### config.mk
export PLATFORM = sky130hd
export DESIGN_NAME = pair_pack_arbiter
export DESIGN_NICKNAME = d
export VERILOG_FILES = /design/src/rtl/pair_pack_pkg.sv /design/src/rtl/rr_pick.sv /design/src/rtl/pair_pack_arbiter.sv
export SDC_FILE = /design/constraint.sdc
export NUM_CORES = 1
export LEC_CHECK = 0
export ABC_AREA = 1
export ABC_CLOCK_PERIOD_IN_PS = 1800
export BUFFER_PORTS_ARGS = -buffer_cell sky130_fd_sc_hd__buf_2
export CAP_MARGIN = 30
export CORE_AREA = 2 2 74 130
export DETAILED_ROUTE_END_ITERATION = 8
export DIE_AREA = 0 0 76 132
export PLACE_DENSITY = 0.83
export SLEW_MARGIN = 20
export SYNTH_ARGS = -nofsm -noshare
export SYNTH_HDL_FRONTEND = slang
export SYNTH_SLANG_ARGS = --single-unit
### constraint.sdc
create_clock -name clk -period 1.8 [get_ports clk]
set_input_delay 0 -clock clk [delete_from_list [all_inputs] [get_ports clk]]
set_output_delay 0 -clock clk [all_outputs]
set_load 0.02 [all_outputs]
### src/rtl/pair_pack_pkg.sv
// Shared definitions for the pair-packing arbiter: FSM encoding, ID and counter widths.
package pair_pack_pkg;

  localparam int ID_W    = 2;
  localparam int CNT_W   = 8;
  localparam int MAX_REQ = 2 ** ID_W;

  typedef logic [ID_W-1:0] id_t;

  localparam logic [1:0] ST_IDLE = 2'd0;
  localparam logic [1:0] ST_HI   = 2'd1;
  localparam logic [1:0] ST_OUT  = 2'd2;

endpackage

### src/rtl/rr_pick.sv
// Combinational round-robin picker: first asserted request at or above ptr, wrapping.
module rr_pick
  import pair_pack_pkg::*;
#(
  parameter int N_REQ = 2
) (
  input  logic [N_REQ-1:0] req,
  input  id_t              ptr,
  output id_t              win,
  output logic             any
);

  logic [MAX_REQ-1:0]   req_ext;
  logic [2*MAX_REQ-1:0] dbl;
  logic [MAX_REQ-1:0]   rot;

  // Unused upper request slots are zero, so rotating modulo MAX_REQ keeps N_REQ order.
  assign req_ext = MAX_REQ'(req);
  assign dbl     = {req_ext, req_ext} >> ptr;
  assign rot     = dbl[MAX_REQ-1:0];
  assign any     = |rot;

  always_comb begin
    win = ptr;
    if (rot[0])      win = ptr;
    else if (rot[1]) win = ptr + id_t'(1);
    else if (rot[2]) win = ptr + id_t'(2);
    else if (rot[3]) win = ptr + id_t'(3);
  end

endmodule

### src/rtl/pair_pack_arbiter.sv
// Round-robin arbiter that packs two consecutive words from one requester into a pair.
// Optional pair timeout enabled by defining PAIR_PACK_TIMEOUT_EN.
module pair_pack_arbiter
  import pair_pack_pkg::*;
#(
  parameter int DATA_W       = 32,
  parameter int N_REQ        = 2,
  parameter int PAIR_TIMEOUT = 15
) (
  input  logic                    clk,
  input  logic                    rst,
  input  logic [N_REQ*DATA_W-1:0] i_data,
  input  logic [N_REQ-1:0]        i_valid,
  output logic [N_REQ-1:0]        o_ready,
  input  logic                    clear,
  output logic [2*DATA_W-1:0]     o_data,
  output logic                    o_valid,
  input  logic                    i_ready,
  output logic [ID_W-1:0]         o_id,
  output logic                    o_partial
);

  generate
    if (N_REQ < 2 || N_REQ > MAX_REQ) begin : g_bad_nreq
      $error("pair_pack_arbiter: N_REQ out of range");
    end
    if (PAIR_TIMEOUT < 2 || PAIR_TIMEOUT > 255) begin : g_bad_timeout
      $error("pair_pack_arbiter: PAIR_TIMEOUT out of range");
    end
  endgenerate

  logic [1:0]         state;
  id_t                ptr;
  id_t                gnt;
  id_t                win;
  logic               any;
  logic [MAX_REQ-1:0] valid_ext;
  logic [MAX_REQ-1:0] ready_ext;
  logic [DATA_W-1:0]  words [MAX_REQ];

  // Word table padded to MAX_REQ entries so a 2-bit id indexes it directly.
  generate
    for (genvar k = 0; k < MAX_REQ; k++) begin : g_words
      if (k < N_REQ) begin : g_used
        assign words[k] = i_data[k*DATA_W +: DATA_W];
      end else begin : g_pad
        assign words[k] = '0;
      end
    end
  endgenerate

  assign valid_ext = MAX_REQ'(i_valid);

  rr_pick #(.N_REQ(N_REQ)) u_pick (
    .req (i_valid),
    .ptr (ptr),
    .win (win),
    .any (any)
  );

  always_comb begin
    ready_ext = '0;
    if (!rst && !clear) begin
      case (state)
        ST_IDLE: ready_ext[win] = any;
        ST_HI:   ready_ext[gnt] = 1'b1;
        default: ready_ext = '0;
      endcase
    end
  end

  assign o_ready = ready_ext[N_REQ-1:0];
  assign o_valid = (state == ST_OUT);
  assign o_id    = gnt;

`ifdef PAIR_PACK_TIMEOUT_EN
  logic [CNT_W-1:0] cnt;
  logic             partial_q;
  assign o_partial = partial_q;
`else
  assign o_partial = 1'b0;
`endif

  always_ff @(posedge clk) begin
    if (rst) begin
      state  <= ST_IDLE;
      ptr    <= '0;
      gnt    <= '0;
      o_data <= '0;
`ifdef PAIR_PACK_TIMEOUT_EN
      cnt       <= '0;
      partial_q <= 1'b0;
`endif
    end else if (clear) begin
      state <= ST_IDLE;
    end else begin
      case (state)
        ST_IDLE: begin
          if (any) begin
            o_data[DATA_W-1:0] <= words[win];
            gnt                <= win;
            state              <= ST_HI;
`ifdef PAIR_PACK_TIMEOUT_EN
            cnt <= '0;
`endif
          end
        end
        ST_HI: begin
          if (valid_ext[gnt]) begin
            o_data[2*DATA_W-1:DATA_W] <= words[gnt];
            state                     <= ST_OUT;
`ifdef PAIR_PACK_TIMEOUT_EN
            partial_q <= 1'b0;
          end else if (cnt == CNT_W'(PAIR_TIMEOUT - 1)) begin
            o_data[2*DATA_W-1:DATA_W] <= '0;
            partial_q                 <= 1'b1;
            state                     <= ST_OUT;
          end else begin
            cnt <= cnt + 1'b1;
`endif
          end
        end
        ST_OUT: begin
          if (i_ready) begin
            state <= ST_IDLE;
            ptr   <= (gnt == id_t'(N_REQ - 1)) ? '0 : gnt + id_t'(1);
          end
        end
        default: state <= ST_IDLE;
      endcase
    end
  end

endmodule

# Word-level counts from Yosys, hierarchy flattened
# Cells that the tools add are included.
op_classes:
  bitwise: 4
  n_addsub: 4
  n_eq_ne: 6
  n_shift: 1
  n_mux: 23
  reduce_logical: 12
  magnitude_cmp: 6
ops:
  columns: ["operator", "count"]
  rows:
  - ["$bmux 32 s2", 2]
  - ["$mux 32", 4]
  - ["$mux 2", 9]
  - ["$reduce_and 3->1", 4]
  - ["$ge 3x3->1 const B", 2]
  - ["$lt 2x3->1 const B", 2]
  - ["$not 2->3", 2]
  - ["$pmux 2 s3", 1]
  - ["$shr 6x2->4", 1]
  - ["$add 2x1->2 const B", 2]
  - ["$add 2x2->2 const B", 2]
  - ["$demux 1 s2", 2]
  - ["$eq 2x1->1 const B", 2]
  - ["$ge 2x1->1 const B", 2]
  - ["$ne 2x2->1 const B", 2]
  - ["$pmux 2 s2", 1]
  - ["$reduce_or 4->1", 1]
  - ["$logic_and 1x1->1", 3]
  - ["$mux 1", 3]
  - ["$and 2x2->2", 1]
  - ["$bmux 1 s2", 1]
  - ["$eq 2x2->1 const B", 1]
  - ["$logic_not 1->1", 2]
  - ["$logic_not 2->1", 1]
  - ["3 further kinds", 3]
word_totals:
  word_cells: 61
  out_inout_bits: 70
  input_bits: 70
  ff_bits: 70

# Logic depth before layout (Yosys ltp)
logic_depth:
  word_depth: 12
  mapped_depth: 9

# By module
# A second synthesis with hierarchy kept.
unflattened:
  hier_cells: 542
  area_unflattened_um2: 3474.6
by_module_without_submodules:
  columns: ["mod", "instances", "area_each_um2", "seq_area_each_um2", "cells_per_inst"]
  rows:
  - ["pair_pack_arbiter", 1, 3438.3, 1401.3, 535]
  - ["rr_pick", 1, 36.3, 0.0, 7]

# Worst setup path after synthesis
# OpenSTA, ideal clock, no wires.
synth_path:
  kind: "register to register"
  from: "register gnt[0] (netlist: o_id[0])"
  to: "register o_data[34]"
  path_slack_ps: 449
  arrival_time_ps: 1239
  path_stages_with_launch: 8
  synth_period_minus_slack_ps: 1351
  path_cell_list: "dfxtp_1 -> buf_6 -> nand2_1 -> o21ai_2 -> nand4_4 -> buf_2 -> nor2_1 -> nor2_1"
synth_via:
  elab_chain_cells: 4
  elab_cells_between_ends: 7
  cone_classes: "mux: 5; bitwise: 1; reduce/logical: 1"
synth_rtl:
  columns: ["item", "line", "source"]
  rows:
  - ["start, declared", "pair_pack_arbiter.sv:34", "id_t gnt;"]
  - ["start signal, assigned", "pair_pack_arbiter.sv:101", "gnt <= win;"]
  - ["$not 2->3 (not written as such)", "pair_pack_arbiter.sv:110", "o_data[2*DATA_W-1:DATA_W] <= words[gnt];"]
  - ["$bmux 32 s2", "pair_pack_arbiter.sv:110", null]
  - ["$mux 32 (not written as such) (2 in a row)", "pair_pack_arbiter.sv:110", null]
  - ["end signal, assigned by index", "pair_pack_arbiter.sv:100", "o_data[DATA_W-1:0] <= words[win];"]
  - ["end signal, assigned by index", "pair_pack_arbiter.sv:110", null]
  - ["end, declared", "pair_pack_arbiter.sv:16", "output logic [2*DATA_W-1:0] o_data,"]
# Several ways; a longest one is shown, not always the timed one. The select of a mux whose other input is x is not followed.
# A chain may end at the register's enable or synchronous reset.

# Final worst setup path
layout_path:
  from: "register ptr[0]"
  to: "output o_ready[0]"
layout_via:
  elab_chain_cells: 12
  elab_cells_between_ends: 17
  cone_classes: "add/sub: 3; order compare: 2; shift: 1; mux: 8; bitwise: 1; reduce/logical: 2"
layout_rtl:
  columns: ["item", "line", "source"]
  rows:
  - ["start, declared", "pair_pack_arbiter.sv:33", "id_t ptr;"]
  - ["start signal, assigned", "pair_pack_arbiter.sv:126", "ptr <= (gnt == id_t'(N_REQ - 1)) ? '0 : gnt + id_t'(1);"]
  - ["$add 2x2->2 / $shr 6x2->4 (equally long branches)", "rr_pick.sv:28, rr_pick.sv:19", null]
  - ["$mux 2", "rr_pick.sv:28", "else if (rot[3]) win = ptr + id_t'(3);"]
  - ["$mux 2", "rr_pick.sv:27", "else if (rot[2]) win = ptr + id_t'(2);"]
  - ["$mux 2", "rr_pick.sv:26", "else if (rot[1]) win = ptr + id_t'(1);"]
  - ["$mux 2", "rr_pick.sv:25", "if (rot[0]) win = ptr;"]
  - ["$lt 2x3->1 (not written as such) / $ge 2x1->1 (equally long branches)", "pair_pack_arbiter.sv:65", "ST_IDLE: ready_ext[win] = any;"]
  - ["$logic_and 1x1->1 (not written as such)", "pair_pack_arbiter.sv:65", null]
  - ["$mux 1 (not written as such)", "pair_pack_arbiter.sv:65", null]
  - ["$demux 1 s2", "pair_pack_arbiter.sv:65", null]
  - ["$and 2x2->2 (no line) (*)", null, null]
  - ["$pmux 2 s2 (*)", "pair_pack_arbiter.sv:64", "case (state)"]
  - ["$mux 2 (*)", "pair_pack_arbiter.sv:63", "if (!rst && !clear) begin"]
  - ["end, declared", "pair_pack_arbiter.sv:14", "output logic [N_REQ-1:0] o_ready,"]
# Mark *: on every way between the ends. The rest lies on a longest branch, timed or not.

==> impl_metrics.yaml <==
synthesis:
  synth.distinct_cells: 23
  synth_cells: 646
  ys_seq_area_share_pct: 35.4
  synth_nets: 716
  yosysTopAreaCell: "dfxtp_1"
  avgSynthCellArea_um2: 6.12
  synth_area_mm2: 0.00396
  ys_ff_latch: 70
  synth_top_area_share_pct: 35.4
  yosys-top-cells-area: "dfxtp_1, nand2_1, inv_1"
  yosysWarnings: 0
run:
  maxCapViolCount: 0
grt:
  grtUsageMet3_pct: 5.62
  grt_start_max_net_pins: 41
  antenna_found_initial: 0
  track_usage_pct: 24.3
  grtUsageMet2_pct: 44.2
  grt_util_met1_pct: 24.8
  grt_pass1_wl_um: 19600
  overflow: 0
  busiest_layer: "met2"
  grt_pass1_vias: 4228
drt:
  routed_wirelength_um: 12200
  drc: 0
  drt_iter0_markers: 195
  first_pass_iters: 5
  detail_route.wl_per_cell_um: 13.6
  ant_nets: 0
  vias: 4492
  viasPerCell: 5.00
floorplan:
  num_io_pins: 140
  start_util_pct: 44.3
  core_mm2: 0.00892
  row_count: 46
  die_x_um: 76
  dieArea_mm2: 0.0100
  die_h_um: 132
worst_setup_path:
  cp-start-kind: "flop"
  required_ns: 1.80
  end_kind: "output port"
  critPathKind: "flop to output port"
  critPathArrivalTime_ns: 1.67
  worstPathMaxFanout: 33
timing:
  drv_slew: 0
  post-route-period-util_pct: 93.0
  rsz0062_at_grt: "no"
  hold_viol: 0
  fin_tns_setup_ns: 0
  setup_viol: 0
  setup_slack_ns: 0.126
  finalClockSkew_ns: 0.00371
  max_freq_ghz: 0.597
  fin_crit_ns: 1.67
pwr:
  sequentialPowerShare_pct: 39.8
  worst_ir_drop_vdd_mv: 0.577
  p_leak_nw: 2.86
  intPower_mw: 3.04
  switching_share_pct: 28.7
  power_frac_clock_pct: 40.0
  combinationalPowerShare_pct: 20.2
  power_density_mw_per_mm2: 839
  power_switching_mw: 1.22
placed_design:
  place_ws_ns: 0.428
  port-buffer-count: 138
  place_congestion: 0.861
  dp_hpwl_um: 8590
clock_network:
  cts_setup_buffers: 0
  cts.sinks: 70
  clk_path_buf_depth: 2
  cts_htree_levels: 3
  clk_latency_ns: 0.33
  cts_buffers: 9
  cts_tree: "yes"
  clk_pin_slew_ns: 0.05
  ctsRootBufferMaster: "clkbuf_16"
final_layout:
  syn2layout_area_growth_pct: 28.4
  fill_cells: 871
  nets: 844
  diodes: 0
  utilization_pct: 56.9
  mostFrequentLayoutCells: "nand2_1, buf_2, inv_1, nand3_1"
  final_layout_size_suffix_gt1_share_pct: 23.4
  mostFrequentLayoutCell: "nand2_1"
min_path:
  min_path_type: "primary input to flop"
outcome:
  status: "complete, no violations"
==> synthesized netlist by cell type <==
library cell    n
inv_1         107
buf_4           4
clkbuf_1       10
o21ai_2         2
nand2_1       166
o21ai_0         1
nor2_1         67
nand2_2         3
conb_1          1
buf_6           4
dfxtp_1        70
nand3_1        71
clkinv_1        2
nor2_4          1
buf_2          23
nand3_2         1
nand4_1        33
o31ai_1         1
a21oi_1        70
nand4_4         1
buf_1           5
nor2_2          2
inv_2           1
==> power by group through the flow <==
stage	clock network (mW)	registers, mW	logic, mW
2_1_floorplan	0	1.83	0.433
3_3_place_gp	0	1.73	0.839
3_5_place_dp	0	1.73	0.847
4_1_cts	1.75	1.69	0.859
5_1_grt	1.81	1.70	0.952
6_report	1.71	1.69	0.861
==> registers in the layout, indices dropped and copies added, names as in the netlist <==
signal and flops:
o_data 64, o_id 2, ptr 2, state 2
==> kinds of logic (layout without fill, tap and decap cells) <==
kind of cell,after synthesis,after routing,synth area share (%)
flops,70,70,35.4
other cells,1,1,0.0948
compound gates,74,74,9.62
buf+inv,156,288,16.7
simple gates,345,345,38.2
==> stage by stage <==
step	cells	hold slack (ns)	power [mW]	instance area [µm²]
global route	898	0.0146	4.47	5080
global placement	878	0.323	2.57	4730
floorplan	646	0.172	2.26	3960
CTS	898	0.00114	4.30	5070
detailed placement	878	0.325	2.57	4730
finish	898	0.0102	4.26	5080
==> critical path, stage by stage (launching register included) <==
cell,delay (ns)
dfxtp_1,0.36
o21ai_4,0.18
buf_6,0.27
nand3_1,0.12
a21oi_1,0.20
buf_2,0.20
==> cell type report <==
cell class	count	area [µm²]	share of cell area, %
clock buffers	15	288	5.67
inverters	110	413	8.13
flip-flops and latches	70	1400	27.6
well taps	120	150	2.96
multi-input cells	420	1900	37.5
repair buffers	163	923	18.2
==> final timing paths <==
check	cells past startpoint	from	end	slack [ns]
worst min-delay path	5	i_data[61]	o_data[29]$_SDFFE_PP0P_	0.01
worst max-delay path	5	ptr[0]$_SDFFE_PP0P_	o_ready[0]	0.13
worst min register to register	4	o_data[58]$_SDFFE_PP0P_	o_data[58]$_SDFFE_PP0P_	0.51
worst max register to register	5	state[0]$_SDFFE_PN0P_	state[1]$_SDFFE_PN0P_	0.26
==> layer usage <==
layer	routed length [µm]	part of all wire [%]	up-vias
li1	-	-	2273
met1	4500	37	1978
met2	6410	53	201
met3	757	6.2	40
met4	505	4.1	0
met5	0	0	-
==> what timing repair did <==
| item | 4_1_cts | 5_1_grt |
|---|---|---|
| hold endpoints to repair | 4 | 0 |
| gates resized for setup | 0 | 2 |
| setup endpoints to repair | 0 | 1 |
| hold buffers | 5 | 0 |
Power figures use the tool's default switching activity.
